<file path="src/rtl/mmm_a_serializer.sv">
// mmm_a_serializer: parallel-load, LSB-first bit feeder for the Montgomery multiplier iteration loop
module mmm_a_serializer #(
  parameter int WIDTH = 10,
  parameter int CNT_W = 4
) (
  input  logic             clk,
  input  logic             rst,
  input  logic             en,
  input  logic             ld_a,
  input  logic [WIDTH-1:0] a_i,
  output logic             a_bit_o,
  output logic             busy_o,
  output logic             last_o,
  output logic [CNT_W-1:0] iter_o,
  output logic             done_o
);
  typedef enum logic [1:0] {IDLE, SHIFT, DONE} state_t;
  state_t state, state_nxt;
  logic [WIDTH-1:0] sreg;
  logic [CNT_W-1:0] iter;
  logic load, at_last;
  assign load = en & ld_a;
  assign at_last = iter == CNT_W'(WIDTH - 1);
  // state register
  always_ff @(posedge clk)
    state <= rst ? IDLE : state_nxt;
  // a load wins from any state; DONE always falls through after one cycle
  always_comb
    state_nxt = load ? SHIFT : state == SHIFT ? ((en && at_last) ? DONE : SHIFT) : IDLE;
  // operand shifter and bit index; the index clears on load and on the final shift
  always_ff @(posedge clk)
    if (rst) begin
      sreg <= '0;
      iter <= '0;
    end else if (load) begin
      sreg <= a_i;
      iter <= '0;
    end else if (state == SHIFT && en) begin
      sreg <= sreg >> 1;
      iter <= at_last ? '0 : iter + 1'b1;
    end
  // outputs decoded from registered state; only a_bit_o depends on the shifter
  always_comb begin
    busy_o  = state == SHIFT;
    done_o  = state == DONE;
    a_bit_o = busy_o & sreg[0];
    last_o  = busy_o & at_last;
    iter_o  = iter;
  end
endmodule

</file>
<file path="config.mk">
export PLATFORM = sky130hd
export DESIGN_NAME = mmm_a_serializer
export DESIGN_NICKNAME = d
export VERILOG_FILES = /design/src/rtl/mmm_a_serializer.sv
export SDC_FILE = /design/constraint.sdc
export NUM_CORES = 1
export LEC_CHECK = 0
export CORE_MARGIN = 3
export CORE_UTILIZATION = 25
export CTS_CLUSTER_DIAMETER = 150
export DETAILED_ROUTE_END_ITERATION = 16
export PLACE_DENSITY = 0.51
export SLEW_MARGIN = 10
export SYNTH_ARGS = -nofsm -noshare
export SYNTH_HDL_FRONTEND = slang
export SYNTH_SLANG_ARGS = --single-unit
</file>
<file path="constraint.sdc">
create_clock -name clk -period 2.79 [get_ports clk]
set_input_delay 0.279 -clock clk [delete_from_list [all_inputs] [get_ports clk]]
set_output_delay 0.279 -clock clk [all_outputs]
set_load 0.01 [all_outputs]
</file>
### After elaboration in Yosys (flattened, before gate mapping)

Cells that the tools add are included.

| word-level totals | value |
|---|---|
| register bits | 16 |
| output and inout bits | 8 |
| logic and storage cells | 23 |

| cells by class | value |
|---|---|
| bitwise gates (word level) | 4 |
| muxes and demuxes | 6 |
| reduce and logical (&&, ||, !) cells | 5 |
| $add $sub $neg | 1 |
| equal/unequal tests | 3 |

Operator list:

| operator | count |
|---|---|
| 10-bit 2-to-1 mux | 2 |
| 4-bit by 1-bit adder with 4-bit output (second input constant) | 1 |
| 4-bit equality test (second input constant) | 1 |
| 4-bit 2-to-1 mux | 1 |
| 1-bit AND | 3 |
| 3-bit OR reduction | 1 |
| 2-bit by 1-bit equality test with 1-bit output (second input constant) | 1 |
| 2-bit equality test (second input constant) | 1 |
| 1-bit logical AND | 2 |
| 1-bit 2-to-1 mux | 2 |
| 2-bit 2-to-1 mux | 1 |
| 2-bit nonzero test | 1 |
| 2-bit OR reduction | 1 |
| 1-bit NOT | 1 |

### Logic depth before layout (Yosys ltp)

Gate-level depths: netlist of the first run.

| logic depth | value |
|---|---|
| word-level depth | 5 |
| depth in mapped cells | 5 |

### Least setup slack after synthesis of the first run

OpenSTA, ideal clock, no wires.

| timing | value |
|---|---|
| kind | input to register |
| start point | input en |
| end point | register iter[2] (netlist: iter_o[2]) |
| setup time | 70 ps |
| data arrival time | 1048 ps |
| data required time | 2720 ps |
| path buffers | 2 |
| stages | 5 |
| setup slack | 1673 ps |
| path through | buf_4 > and3b_1 > buf_6 > a31o_2 > a21oi_1 |

| between the ends | value |
|---|---|
| cells in the longest elaborated chain, start to end | 2 |
| elaborated cells between the ends (all ways) | 3 |
| those cells by class | bitwise (1); reduce/logical (2) |

Ends and longest elaborated chain:

| element | RTL line | RTL |
|---|---|---|
| start: declaration | 8 | `input logic en,` |
| 1-bit AND | 22 | `assign load = en & ld_a;` |
| 2-bit OR reduction (no source line) | -- |  |
| end signal: assignment | 40 | `iter <= at_last ? '0 : iter + 1'b1;` |
| end: declaration | 20 | `logic [CNT_W-1:0] iter;` |

Several ways; a longest one is shown, not always the timed one.
A chain may end at the register's enable or synchronous reset.

### Worst setup path after layout of the first run

| timing | value |
|---|---|
| start point | register state[0] |
| end point | output a_bit_o |

| between the ends | value |
|---|---|
| cells in the longest elaborated chain, start to end | 2 |

Ends and longest elaborated chain:

| element | RTL line | RTL |
|---|---|---|
| start: declaration | 18 | `state_t state, state_nxt;` |
| start signal: assignment | 26 | `state <= rst ? IDLE : state_nxt;` |
| 2-bit by 1-bit equality test with 1-bit output | 44 | `busy_o = state == SHIFT;` |
| 1-bit AND | 46 | `a_bit_o = busy_o & sreg[0];` |
| end: declaration | 11 | `output logic a_bit_o,` |

Every way passes these cells.

==> results_dict.tcl, run 1 <==
set metrics [dict create \
    run_status "finished, final reports clean" \
    cp.depth 4 \
    cp_slowest_cell "clkdlybuf4s50_1" \
    pre_cts_ws_ns 0.884 \
    hold_path_end "sreg[0]" \
    switching_share 0.257 \
    r2r-start "state[0]" \
    gp_congestion 0.744 \
    ant_nets 0 \
    power.density_mw_per_mm2 414 \
    cp-start-kind "flip-flop" \
    grt_busiest_layer "met2" \
    regArea_um2 320 \
    clock-sinks 16 \
    min_from "sreg[0]" \
    cts_resized 0 \
    hold_viol 0 \
    postCtsSetupBuffers 0 \
    synth_fp_nets 104 \
    drt-initial-drc-count 36 \
    crit_chain "nand2b_1 -> inv_1 -> and2_1 -> clkdlybuf4s50_1" \
    multiInputGateArea_um2 399 \
    netlist_area_um2 781 \
    clk_pin_slew_worst_paths_ns 0.09 \
    hpwl_mm 1.39 \
    p_leak_uw 0.000362 \
    vias 705 \
    grt_max_degree 15 \
    yosys-top-cells-count "dfxtp_1 (16), nand2_1 (11), inv_1 (9)" \
    dp_cells 149 \
    synth.top_cell.area_share 0.410 \
    core_area_mm2 0.00288 \
    synth-seq-cells 16 \
    worst_slew_pin_slew_ns 0.497 \
    die_x_um 61.9 \
    max_freq_ghz 0.504 \
    p_comb_frac 0.140 \
    yosysTopAreaCell "dfxtp_1" \
    setup-tns-final_ns 0 \
    grt_pass1_vias 697 \
    clockBufferDepth 2 \
    clock_skew_ns 0.000415 \
    worstRegToRegCells 3 \
    wl_per_cell_um 12.5 \
    cts_tree "built" \
    first_pass_iters 4 \
    netlist_instances 90 \
    dieArea_mm2 0.00383 \
    switchingPower_uw 111 \
    io_buffers 21 \
    grt_pass1_wl_mm 3.10 \
    fill_cells 304 \
    p_int_uw 320 \
    hold_path_class "reg -> reg" \
    initial_core_util 0.271 \
    final_util 0.361 \
    pwr-share-clk 0.289 \
    rows 19 \
    synth-edff-count 0 \
    r2r_slack_ns 1.44 \
    min_period_over_period 0.711 \
    grt_overflow 0 \
    drc 0 \
    netlist-cell-type-count 29 \
    finalMaxSlewViolations 0 \
    ys_seq_area_frac 0.410 \
    cp.buffers_inverters 2 \
    worstPathRequired_ns 2.51 \
    holdPathStages 2 \
    final_cell_count_no_fill 152 \
    layout-drive-gt1-share 0.0818 \
    fin_crit_ns 1.98 \
    syn_to_final_growth_pct 33.0 \
    cts-buffers-inserted 3 \
    ys_top_cells_by_area "dfxtp_1 (41%), nand2_1 (5.3%), a311oi_1 (4.5%), a32oi_1 (4.5%), inv_1 (4.3%)" \
    die_h_um 61.9 \
    yosysMostFrequentCell "dfxtp_1" \
    critPathKind "reg -> out" \
    max_stage_delay_ns 0.53 \
    vias_per_cell 4.64 \
    grt_use_met3 0.0475 \
    arrival_ns 1.70 \
    num-nets-final 126 \
    use_met2 0.166 \
    n_antenna_cell 0 \
    clockRootBuffer "clkbuf_4" \
    postCtsHoldBufs 0 \
    async_reset_ff_frac 0 \
    setup_viol 0 \
    clock_latency_ns 0.28 \
    cp_top_family "buffers and inverters" \
    yosysWarningCount 0 \
    crit_path_max_fanout 6 \
    synth_ff_type "dfxtp_1" \
    seqPwrFrac 0.571 \
    track_usage 0.111 \
    timing.rr.end "sreg[7]" \
    rsz0062_at_grt "false" \
    h-tree-depth 1 \
    slew_headroom 0.668 \
    critPathCaptureType "output pin" \
    avgSynthCellArea_um2 8.67 \
    drt_wl_total_mm 1.90 \
    peakVddDrop_uv 292 \
    antenna_found_initial 0 \
    use_met1 0.149 \
    pin_count 22 \
    setup_ws_ns 0.807 \
    maxCapViolCount 0 \
]
logic make-up (layout without fill, tap and decap cells):
kind of cell,count (synthesis),in the layout,share of synthesized area
xor gates and xnor gates,1,1,0.0112
and+or+nand+nor,35,35,0.271
DFF,16,16,0.410
AOI/OAI and AO/OA,25,25,0.229
buffers and inverters,13,33,0.0785
how the worst max path moves through the flow:
| stage | start | to | slack (ns) |
|---|---|---|---|
| 4_1_cts | state[0] | a_bit_o | 0.80 |
| 5_1_grt | state[0] | a_bit_o | 0.71 |
| 6_report | state[0] | a_bit_o | 0.81 |
| 3_3_place_gp | en | iter_o[3] | 0.87 |
| 3_5_place_dp | en | iter_o[3] | 0.88 |
| 2_1_floorplan | en | iter_o[2] | 1.67 |
sequential cells by signal, indices dropped and copies added (netlist names):
register / flops
sreg: 10
iter_o: 4
state: 2
final cells by class:
class	instances	area share
Sequential cell	16	0.308
Timing Repair Buffer	21	0.202
Tap cell	42	0.0506
Multi-Input combinational cell	61	0.384
Inverter	9	0.0325
Clock buffer	3	0.0217
power groups by stage:
stage          Sequential (uW)  Clock (uW)  Combinational (uW)
4_1_cts                    246         130                60.9
6_report                   246         124                60.3
3_5_place_dp               251           0                60.7
2_1_floorplan              249           0                32.7
3_3_place_gp               251           0                60.9
5_1_grt                    247         143                67.8
per-layer routing:
metal,vias to the layer above,wire [um]
li1,367,-
met1,322,936
met2,14,855
met3,2,100
met4,0,11
met5,-,0
worst reg2reg max path, stage by stage (launching register included):
cell	delay, ns
dfxtp_1	0.47
and3b_1	0.41
nand2_1	0.10
a311oi_1	0.27
cell usage in the layout, fill, tap and decap left out, types with 3 or more instances in the layout:
cell and n:
o21ai_0 3, o31ai_1 4, a32oi_1 4, clkbuf_4 3, dfxtp_1 16, a311oi_1 4
a21oi_1 6, clkdlybuf4s50_1 21, nand3_1 3, nand2_1 11, inv_1 9, nor2_1 7
metrics by stage:
| step | hold WS (ns) | area, um^2 | total power (uW) |
|---|---|---|---|
| after floorplan | 0.382 | 781 | 282 |
| after global placement | 0.456 | 1020 | 312 |
| after detailed placement | 0.456 | 1020 | 312 |
| after CTS | 0.467 | 1040 | 437 |
| after global routing | 0.505 | 1040 | 458 |
| final | 0.468 | 1040 | 430 |
(Power assumes the default switching activity.)
==> run 2: changes to the inputs <==
==> constraint.sdc (replaced) <==
create_clock -name clk -period 2.01 [get_ports clk]
set_input_delay 0.201 -clock clk [delete_from_list [all_inputs] [get_ports clk]]
set_output_delay 0.201 -clock clk [all_outputs]
set_load 0.01 [all_outputs]
==> run 2 against run 1 <==
Compared with the run above:
- register-to-register slack got worse by 0.70 ns
- final cell count rose by 2.0%
- setup slack got worse by 0.67 ns
- sequential share of layout area fell by 0.83 points
- via count rose by 4.8%
- wire length fell by 2.8%
- non-clock buffer count rose by 2
- first-iteration DRC count fell by 33%
- largest cell class unchanged
- highest routed layer unchanged
==> results_dict.tcl, run 2 (synthesized netlist as in run 1, its figures left out) <==
set metrics [dict create \
    cts_resized 0 \
    setup-tns-final_ns 0 \
    clk_pin_slew_worst_paths_ns 0.10 \
    drt_wl_total_mm 1.85 \
    rows 19 \
    fin_area_mm2 0.00107 \
    vias_per_cell 4.77 \
    postCtsHoldBufs 0 \
    slew_headroom 0.707 \
    syn_to_final_growth_pct 36.7 \
    arrival_ns 1.68 \
    largest_register_ffs 10 \
    rsz0062_at_grt "false" \
    hold_path_class "reg -> reg" \
    initial_core_util 0.271 \
    pin_count 22 \
    clockBufferDepth 2 \
    h-tree-depth 1 \
    critPathCaptureType "output pin" \
    maxCapViolCount 0 \
    critPathKind "reg -> out" \
    setup_viol 0 \
    drc 0 \
    ant_nets 0 \
    gp_congestion 0.775 \
    finalMaxSlewViolations 0 \
    core_area_mm2 0.00288 \
    use_met1 0.153 \
    drt-initial-drc-count 24 \
    postCtsSetupBuffers 0 \
    fin_crit_ns 1.88 \
    antenna_found_initial 0 \
    final_util 0.371 \
    fill_cells 305 \
    layout_commonest_cell "clkdlybuf4s50_1" \
    final_cell_mix "clkdlybuf4s50_1 (21), dfxtp_1 (16), nand2_1 (11), inv_1 (9), nor2_1 (7)" \
    layout-drive-gt1-share 0.106 \
    dieArea_mm2 0.00383 \
    die_x_um 61.9 \
    grt_pass1_vias 676 \
    max_freq_ghz 0.533 \
    clock_skew_ns 0.0128 \
    grt_busiest_layer "met2" \
    num-nets-final 128 \
    hold_viol 0 \
    peakVddDrop_uv 324 \
    cp-start-kind "flip-flop" \
    io_buffers 21 \
    grt_pass1_wl_mm 3.11 \
    track_usage 0.111 \
    regMostFlops "sreg" \
    power.density_mw_per_mm2 602 \
    min_period_over_period 0.934 \
    worstPathRequired_ns 1.81 \
    grt_overflow 0 \
    run_status "finished, final reports clean" \
    n_antenna_cell 0 \
    die_h_um 61.9 \
    use_met2 0.163 \
    place_area_mm2 0.00103 \
    total_power_uw 643 \
    cts-buffers-inserted 3 \
    crit_path_max_fanout 7 \
    grt_max_degree 12 \
    grt_use_met3 0.0434 \
    wl_per_cell_um 11.9 \
    clockRootBuffer "clkbuf_4" \
    hpwl_mm 1.41 \
    first_pass_iters 4 \
    p_leak_uw 0.000378 \
    cts_tree "built" \
    worst_slew_pin_slew_ns 0.440 \
    clock_latency_ns 0.29 \
    vias 739 \
    clock-sinks 16 \
]
run 2: cell types whose count changed in the layout (fill, tap and decap cells not counted), sizes merged:
cell	change
buf	+2
clkbuf	+1
run 2: layer usage:
layer  up-vias  share of wire
met2        18           0.45
met1       342           0.48
li1        377              -
met3         2          0.061
met4         0         0.0059
met5         -              0
run 2: stage by stage:
stage                     instances  hold WS (ns)  setup WS, ns
after floorplan                  90         0.304         0.914
after global placement          151         0.456         0.355
after detailed placement        151         0.457         0.263
after CTS                       155         0.471         0.121
after global routing            155         0.496        0.0175
final                           155         0.470         0.133
run 2: cell type report:
cell class              instances  area [um^2]  area share
flip-flops and latches         16          320       0.300
inverters                       9         33.8      0.0317
multi-input cells              61          399       0.374
clock buffers                   4         36.3      0.0340
well taps                      42         52.6      0.0492
repair buffers                 23          225       0.211
run 2: worst max-delay path, stage by stage (launching register included):
cell and delay (ns):
dfxtp_1 0.48, nand4bb_1 0.22, nor2_1 0.14, clkdlybuf4s50_1 0.54
run 2: worst paths after layout:
path	from	end	slack (ns)	cells after the start
max	iter_o[0]	last_o	0.13	3
min	sreg[0]	sreg[0]	0.47	2
max reg2reg	state[0]	sreg[5]	0.74	3
min reg2reg	sreg[0]	sreg[0]	0.47	2
run 2: where the power goes:
part | switching, uW | internal (uW) | total, uW
sequential | 10.4 | 331 | 341
combinational | 40.0 | 46.0 | 86.1
clock | 105 | 110 | 215
